===== src/rtl/mux_pipe_reg_n.sv =====
// mux_pipe_reg_n: N-input, WIDTH-bit registered mux slot with stall, flush,
// valid propagation and a sticky trap for out-of-range selects.

// One input lane: passes its word through only when the effective index
// points at it, so the top level can OR all lanes into the picked word.
module mux_pipe_reg_n_lane #(
  parameter int WIDTH = 32,
  parameter int SEL_W = 2,
  parameter int IDX   = 0
) (
  input  logic [WIDTH-1:0] word,
  input  logic [SEL_W-1:0] eff_idx,
  output logic [WIDTH-1:0] gated
);
  localparam logic [SEL_W-1:0] MY_IDX = SEL_W'(IDX);

  // One-hot gate: at most one lane is non-zero for any eff_idx
  assign gated = (eff_idx == MY_IDX) ? word : '0;
endmodule

module mux_pipe_reg_n #(
  parameter int WIDTH       = 32,
  parameter int NUM_IN      = 4,
  parameter int SEL_W       = $clog2(NUM_IN),
  parameter int DEFAULT_IDX = 0
) (
  input  logic                    clk,
  input  logic                    rst_n,
  input  logic [WIDTH*NUM_IN-1:0] in_bus,
  input  logic [SEL_W-1:0]        sel,
  input  logic                    in_valid,
  input  logic                    stall,
  input  logic                    flush,
  input  logic                    err_clr,
  output logic [WIDTH-1:0]        out,
  output logic                    out_valid,
  output logic [SEL_W-1:0]        out_sel,
  output logic                    sel_err
);
  // One extra bit so NUM_IN itself is representable when it is a power of two
  localparam logic [SEL_W:0]   N_LIM   = (SEL_W+1)'(NUM_IN);
  localparam logic [SEL_W-1:0] DEF_IDX = SEL_W'(DEFAULT_IDX);

  logic                        in_range;
  logic [SEL_W-1:0]            eff_idx;
  logic [NUM_IN-1:0][WIDTH-1:0] gated;
  logic [WIDTH-1:0]            pick;
  logic                        accept;

  // Out-of-range selects fall back to the default input instead of aliasing
  assign in_range = ({1'b0, sel} < N_LIM);
  assign eff_idx  = in_range ? sel : DEF_IDX;
  assign accept   = !flush && !stall;

  for (genvar i = 0; i < NUM_IN; i++) begin : g_lane
    mux_pipe_reg_n_lane #(
      .WIDTH (WIDTH),
      .SEL_W (SEL_W),
      .IDX   (i)
    ) u_lane (
      .word    (in_bus[i*WIDTH +: WIDTH]),
      .eff_idx (eff_idx),
      .gated   (gated[i])
    );
  end

  // AND-OR mux: OR together the gated lanes
  always_comb begin
    pick = '0;
    for (int i = 0; i < NUM_IN; i++) pick |= gated[i];
  end

  // Output slot: flush beats stall; data is captured even without in_valid
  always_ff @(posedge clk or negedge rst_n) begin
    if (!rst_n) begin
      out       <= '0;
      out_valid <= 1'b0;
      out_sel   <= '0;
    end else if (flush) begin
      out       <= '0;
      out_valid <= 1'b0;
      out_sel   <= '0;
    end else if (!stall) begin
      out       <= pick;
      out_valid <= in_valid;
      out_sel   <= eff_idx;
    end
  end

  // Sticky error: only accepted valid out-of-range selects set it; set beats clear
  always_ff @(posedge clk or negedge rst_n) begin
    if (!rst_n)                            sel_err <= 1'b0;
    else if (accept && in_valid && !in_range) sel_err <= 1'b1;
    else if (err_clr)                      sel_err <= 1'b0;
  end
endmodule


===== config.mk =====
export PLATFORM = sky130hd
export DESIGN_NAME = mux_pipe_reg_n
export DESIGN_NICKNAME = d
export VERILOG_FILES = /design/src/rtl/mux_pipe_reg_n.sv
export SDC_FILE = /design/constraint.sdc
export NUM_CORES = 1
export LEC_CHECK = 0
export CORE_ASPECT_RATIO = 1.25
export CORE_UTILIZATION = 38
export CTS_BUF_LIST = sky130_fd_sc_hd__clkbuf_8 sky130_fd_sc_hd__clkbuf_16
export CTS_CLUSTER_DIAMETER = 60
export DETAILED_ROUTE_END_ITERATION = 8
export PLACE_DENSITY_LB_ADDON = 0.08
export RECOVER_POWER = 25
export SLEW_MARGIN = 0
export SYNTH_ARGS = -nofsm -noshare
export SYNTH_HDL_FRONTEND = slang
export SYNTH_SLANG_ARGS = --single-unit

===== constraint.sdc =====
create_clock -name clk -period 1.5 [get_ports clk]
set_input_delay 0.225 -clock clk [delete_from_list [all_inputs] [get_ports clk]]
set_output_delay 0.225 -clock clk [all_outputs]
set_load 0.03 [all_outputs]

* Word level (Yosys, flattened, before mapping)
Index checks and enable logic that the tools add are counted.
** Cells by class
- Equal/unequal tests :: 4
- Muxes and demuxes :: 10
- Bitwise logic cells :: 3
- Reduce and logical (&&, ||, !) cells :: 1
** Operator list (count)
- $mux W32 :: 6
- $or A32 B32 Y32 :: 3
- $eq A2 B2 Y1 const B :: 2
- $mux W2 :: 2
- $eq A2 B1 Y1 const B :: 1
- $logic_not A2 Y1 :: 1
- $mux W1 :: 2
- $ne A2 B1 Y1 const B :: 1
** Storage, ports and cells
- Register bits after elaboration :: 35
- Input port bits :: 136
- Output and inout port bits :: 36
- Logic and storage cells :: 21

* Longest topological paths before layout
- Depth in word-level cells :: 7
- Gate-level depth with buffers :: 5
- Depth with buffers taken out :: 2

* Cells and area by module
A second synthesis with hierarchy kept.
** Unflattened totals
- Cell total of the unflattened synthesis :: 303
- Area total of the unflattened synthesis :: 3295.7 µm²
** Modules (own cells, without submodules)
- mux_pipe_reg_n :: instances 1, cells each 151, area an instance 1851.8 µm², seq. area each 875.8 µm²
- mux_pipe_reg_n_lane at g_lane[1].u_lane ... :: instances 2, cells each 38, area an instance 357.8 µm², seq. area each 0.0 µm²
- mux_pipe_reg_n_lane at g_lane[0].u_lane :: instances 1, cells each 38, area an instance 457.9 µm², seq. area each 0.0 µm²
- mux_pipe_reg_n_lane at g_lane[3].u_lane :: instances 1, cells each 38, area an instance 270.3 µm², seq. area each 0.0 µm²

* Worst setup path after synthesis
No wires, ideal clock.
- Path type :: input to register
- From :: in stall
- To :: reg out[10]
- Library setup time :: 0.086 ns
- Arrival :: 1.137 ns
- Required time :: 1.414 ns
- Slack :: 0.277 ns
- Stages on the path :: 5
- Buffers on the path :: 3
- Cell sequence :: buf_6 or3b_1 buf_6 buf_12 o221ai_2
** Between the ends
- Cells in the longest elaborated chain, start to end :: 1
** RTL lines
- start: declaration :: line 32 : input logic stall,
- $ne A2 B1 Y1 (no source line)
- end signal: assignment :: line 84 : out <= pick;
- end: declaration :: line 35 : output logic [WIDTH-1:0] out,
Every way passes these cells.
A chain may end at the register's enable or synchronous reset.

* Worst setup path in the final report
- From :: in flush
- To :: reg out[13]
** Between the ends
- Cells in the longest elaborated chain, start to end :: 1
- Elaborated cells between the ends (all ways) :: 2
** RTL lines
- start: declaration :: line 33 : input logic flush,
- $ne A2 B1 Y1 (no source line) / $mux W32 (equally long branches)
Several ways; a longest one is shown, not always the timed one.

==> summary.md <==
| Metric | Value |
|---|---|
| Port Buffers | `169` |
| Largest net degree at the start of global routing | `47` |
| RSZ-0062 raised after global routing | `no` |
| Max Freq | `723 MHz` |
| Non-filler cells, final | `445` |
| P_sw | `0.000824 W` |
| Layout cells sized above 1 | `13.9%` |
| Clock Latency Late Sink | `0.27 ns` |
| Async set-reset flop share out of synthesis | `100%` |
| Synth-to-Final Area Change | `73.5%` |
| Via count | `2308` |
| Dpl hpwl | `5510 um` |
| Placed Area | `4190 sq um` |
| Syn nets | `331` |
| Post-Syn Instances | `195` |
| Reg2reg end | `out_sel[0]` |
| Vias in the first global route | `2320` |
| Clock buffer depth | `2` |
| Final Hold Fails | `0` |
| Core ar. | `6210 sq um` |
| Worst-margin pin slew | `0.900 ns` |
| Fin area | `4250 sq um` |
| Main flop type after synthesis | `dfrtp_1` |
| Setup Viol. Count Final | `0` |
| Clock network power share | `24.1%` |
| Vias per cell | `5.19` |
| R2R setup slack | `0.78 ns` |
| WP data required | `1.70 ns` |
| Max-slew headroom | `40.0%` |
| First-pass GRT wire length | `11000 um` |
| Mapped Avg Cell Area | `12.6 sq um` |
| Worst Path Arrival | `1.59 ns` |
| PD cells | `635 nW/um^2` |
| GRT Resource Usage Total | `21.1%` |
| WL/cell | `16.4 um` |
| Yosys reg bits | `35` |
| Mapped cell area | `2450 sq um` |
| Critical path type | `input pin to flop` |
| Post-Place Setup Slack | `-0.245 ns` |
| Hold endpoint | `out_sel[1]` |
| HP Class | `flop to flop` |
| Number of antenna violations at the first check in global routing | `0` |
| Clk sinks | `35` |
| Count leader, synth | `mux2i_1` |
| Cells after DPL | `435` |
| Post-synth top cells | `mux2i_1 (67), dfrtp_1 (35), nand3b_1 (32)` |
| IO Pins | `172` |
| Startpoint types | `input pin` |
| Slowest stage delay, CP | `0.50 ns` |
| Cell Int Power | `0.00188 W` |
| Status | `finished, final reports clean` |
| Crit-path cells | `clkdlybuf4s50_1 > or3_2 > buf_12 > o221ai_2` |
| Fin nets | `495` |
| Worst ir drop on vdd | `326 uV` |
| Worst r2r src | `out_sel[0]` |
| Crit path max-delay cell type | `or3_2` |
| Hold path cells | `2` |
| Die width | `73.9 um` |
| Drt drc | `0` |
| CTS buffer count | `5` |
| Routed wire length | `7300 um` |
| N_diodes | `0` |
| Combinational Power Share | `37.1%` |
| Placer Congestion | `0.711` |
| Register area share after synthesis | `35.7%` |
| Reg2reg path depth | `2` |
| Max cap viols | `0` |
| Syn. warnings | `0` |
| GRT overflow | `0` |
| Setup ws final | `0.116 ns` |
| Die height | `91.8 um` |
| Crit. End Element | `flop` |
| Clock tree root buffer cell | `clkbuf_8` |
| Period minus WS final | `1.38 ns` |
| Static Leak | `1.93 nW` |
| Fin Hold WS | `0.518 ns` |
| Starting Density | `39.5%` |
| Hold Path Origin | `out_sel[1]` |
| Post-synth top area cell | `dfrtp_1` |
| Setup TNS | `0 ns` |
| DIE AREA | `6780 sq um` |
| Area contributors post-synth | `dfrtp_1 (36%), mux2i_1 (27%), o221ai_2 (18%), nand3b_1 (9.8%), buf_12 (2.4%)` |
| Number of routed nets with antenna violations | `0` |
| Row count | `32` |
| CTS tree | `built` |
| Sequential fraction of design power | `38.8%` |
| Drt initial violations | `102` |
| Clock slew at reported path FFs | `0.07 ns` |
| Worst clock skew | `0 ns` |
| H-tree depth | `2` |
| Post-synth EDFFs | `0` |
| Drt pass-1 iters | `2` |
| Share of the synthesized area in the top cell type | `35.7%` |
| Critical Path Fanout Max | `32` |
| Netlist cell types | `14` |
| Sw frac | `30.5%` |
| Period utilization | `92.2%` |
| Slew Limit Fails | `0` |
==> power by group through the flow <==
| stage | combinational (W) | clock [W] | sequential [W] |
|---|---|---|---|
| after global routing | 0.00107 | 0.000690 | 0.00106 |
| after global placement | 0.00105 | 0 | 0.00107 |
| after floorplan | 0.000341 | 0 | 0.00121 |
| after CTS | 0.00101 | 0.000662 | 0.00105 |
| after detailed placement | 0.00106 | 0 | 0.00107 |
| final | 0.00100 | 0.000650 | 0.00105 |
==> worst max path at each step <==
| stage | slack (ns) | to | start | cells past startpoint |
|---|---|---|---|---|
| floorplan | 0.28 | out[10] | stall | 5 |
| global placement | -0.19 | out[14] | sel[0] | 4 |
| detailed placement | -0.25 | out[2] | sel[0] | 4 |
| CTS | 0.06 | out[2] | sel[0] | 4 |
| global route | 0.06 | out[27] | rst_n | 3 |
| finish | 0.12 | out[13] | flush | 4 |
==> layout make-up <==
| cell class | count | area [sq um] |
|---|---|---|
| flip-flops and latches | 35 | 876 |
| clock buffers | 5 | 68.8 |
| repair buffers | 180 | 1780 |
| clock inverters | 3 | 12.5 |
| fillers | 512 | 1950 |
| well taps | 85 | 106 |
| multi-input cells | 137 | 1410 |
==> stage by stage <==
step	util (%)	total power [W]
after floorplan	-	0.00155
after global placement	67.6	0.00211
after detailed placement	67.6	0.00213
after CTS	68.3	0.00273
after global routing	68.5	0.00282
final	68.5	0.00270
==> critical path, delay by kind of cell <==
kind	cells	cell delay [ns]
buffers and inverters	2	0.67
and+or+nand+nor	1	0.50
AOI/OAI and AO/OA	1	0.17
==> state kept, by name (all words and copies together), names as in the netlist <==
register	count
out	32
out_valid	1
out_sel	2
==> kinds of logic after synthesis <==
logic type,after synthesis,share of synthesized area [%]
and+or+nand+nor,37,10.9
buffers and inverters,23,6.84
muxes,67,27.3
AOI/OAI and AO/OA,32,19.1
other,1,0.153
DFF,35,35.7
==> cell usage in the layout (no fill, tap or decap) <==
| master | instances |
|---|---|
| nor2_1 | 3 |
| conb_1 | 1 |
| clkdlybuf4s50_1 | 132 |
| o221ai_2 | 30 |
| inv_1 | 2 |
| dfrtp_1 | 35 |
| clkbuf_2 | 1 |
| dlygate4sd3_1 | 1 |
| nand3b_1 | 32 |
| or3_2 | 1 |
| buf_12 | 3 |
| buf_4 | 6 |
| clkbuf_8 | 5 |
| clkbuf_16 | 1 |
| dlygate4sd2_1 | 35 |
| o221ai_1 | 2 |
| mux2i_1 | 67 |
| or3b_4 | 1 |
| clkinv_2 | 1 |
| buf_2 | 1 |
==> per-layer routing <==
layer	up-vias	routed length [um]	track usage [%]	part of all wire [%]
li1	1098	-	-	-
met4	0	181	7.53	2.5
met5	-	0	0	0
met3	12	633	6.26	8.7
met2	109	3630	35.7	50
met1	1089	2860	24.9	39
==> timing repair <==
action | CTS | global route
hold buffers | 1 | 0
hold endpoints to repair | 35 | 0
gates cloned | 0 | 1
buffers inserted | 0 | 0
gates resized for setup | 35 | 1
setup endpoints to repair | 35 | 1
No activity file was read; power rests on OpenSTA's default activity.
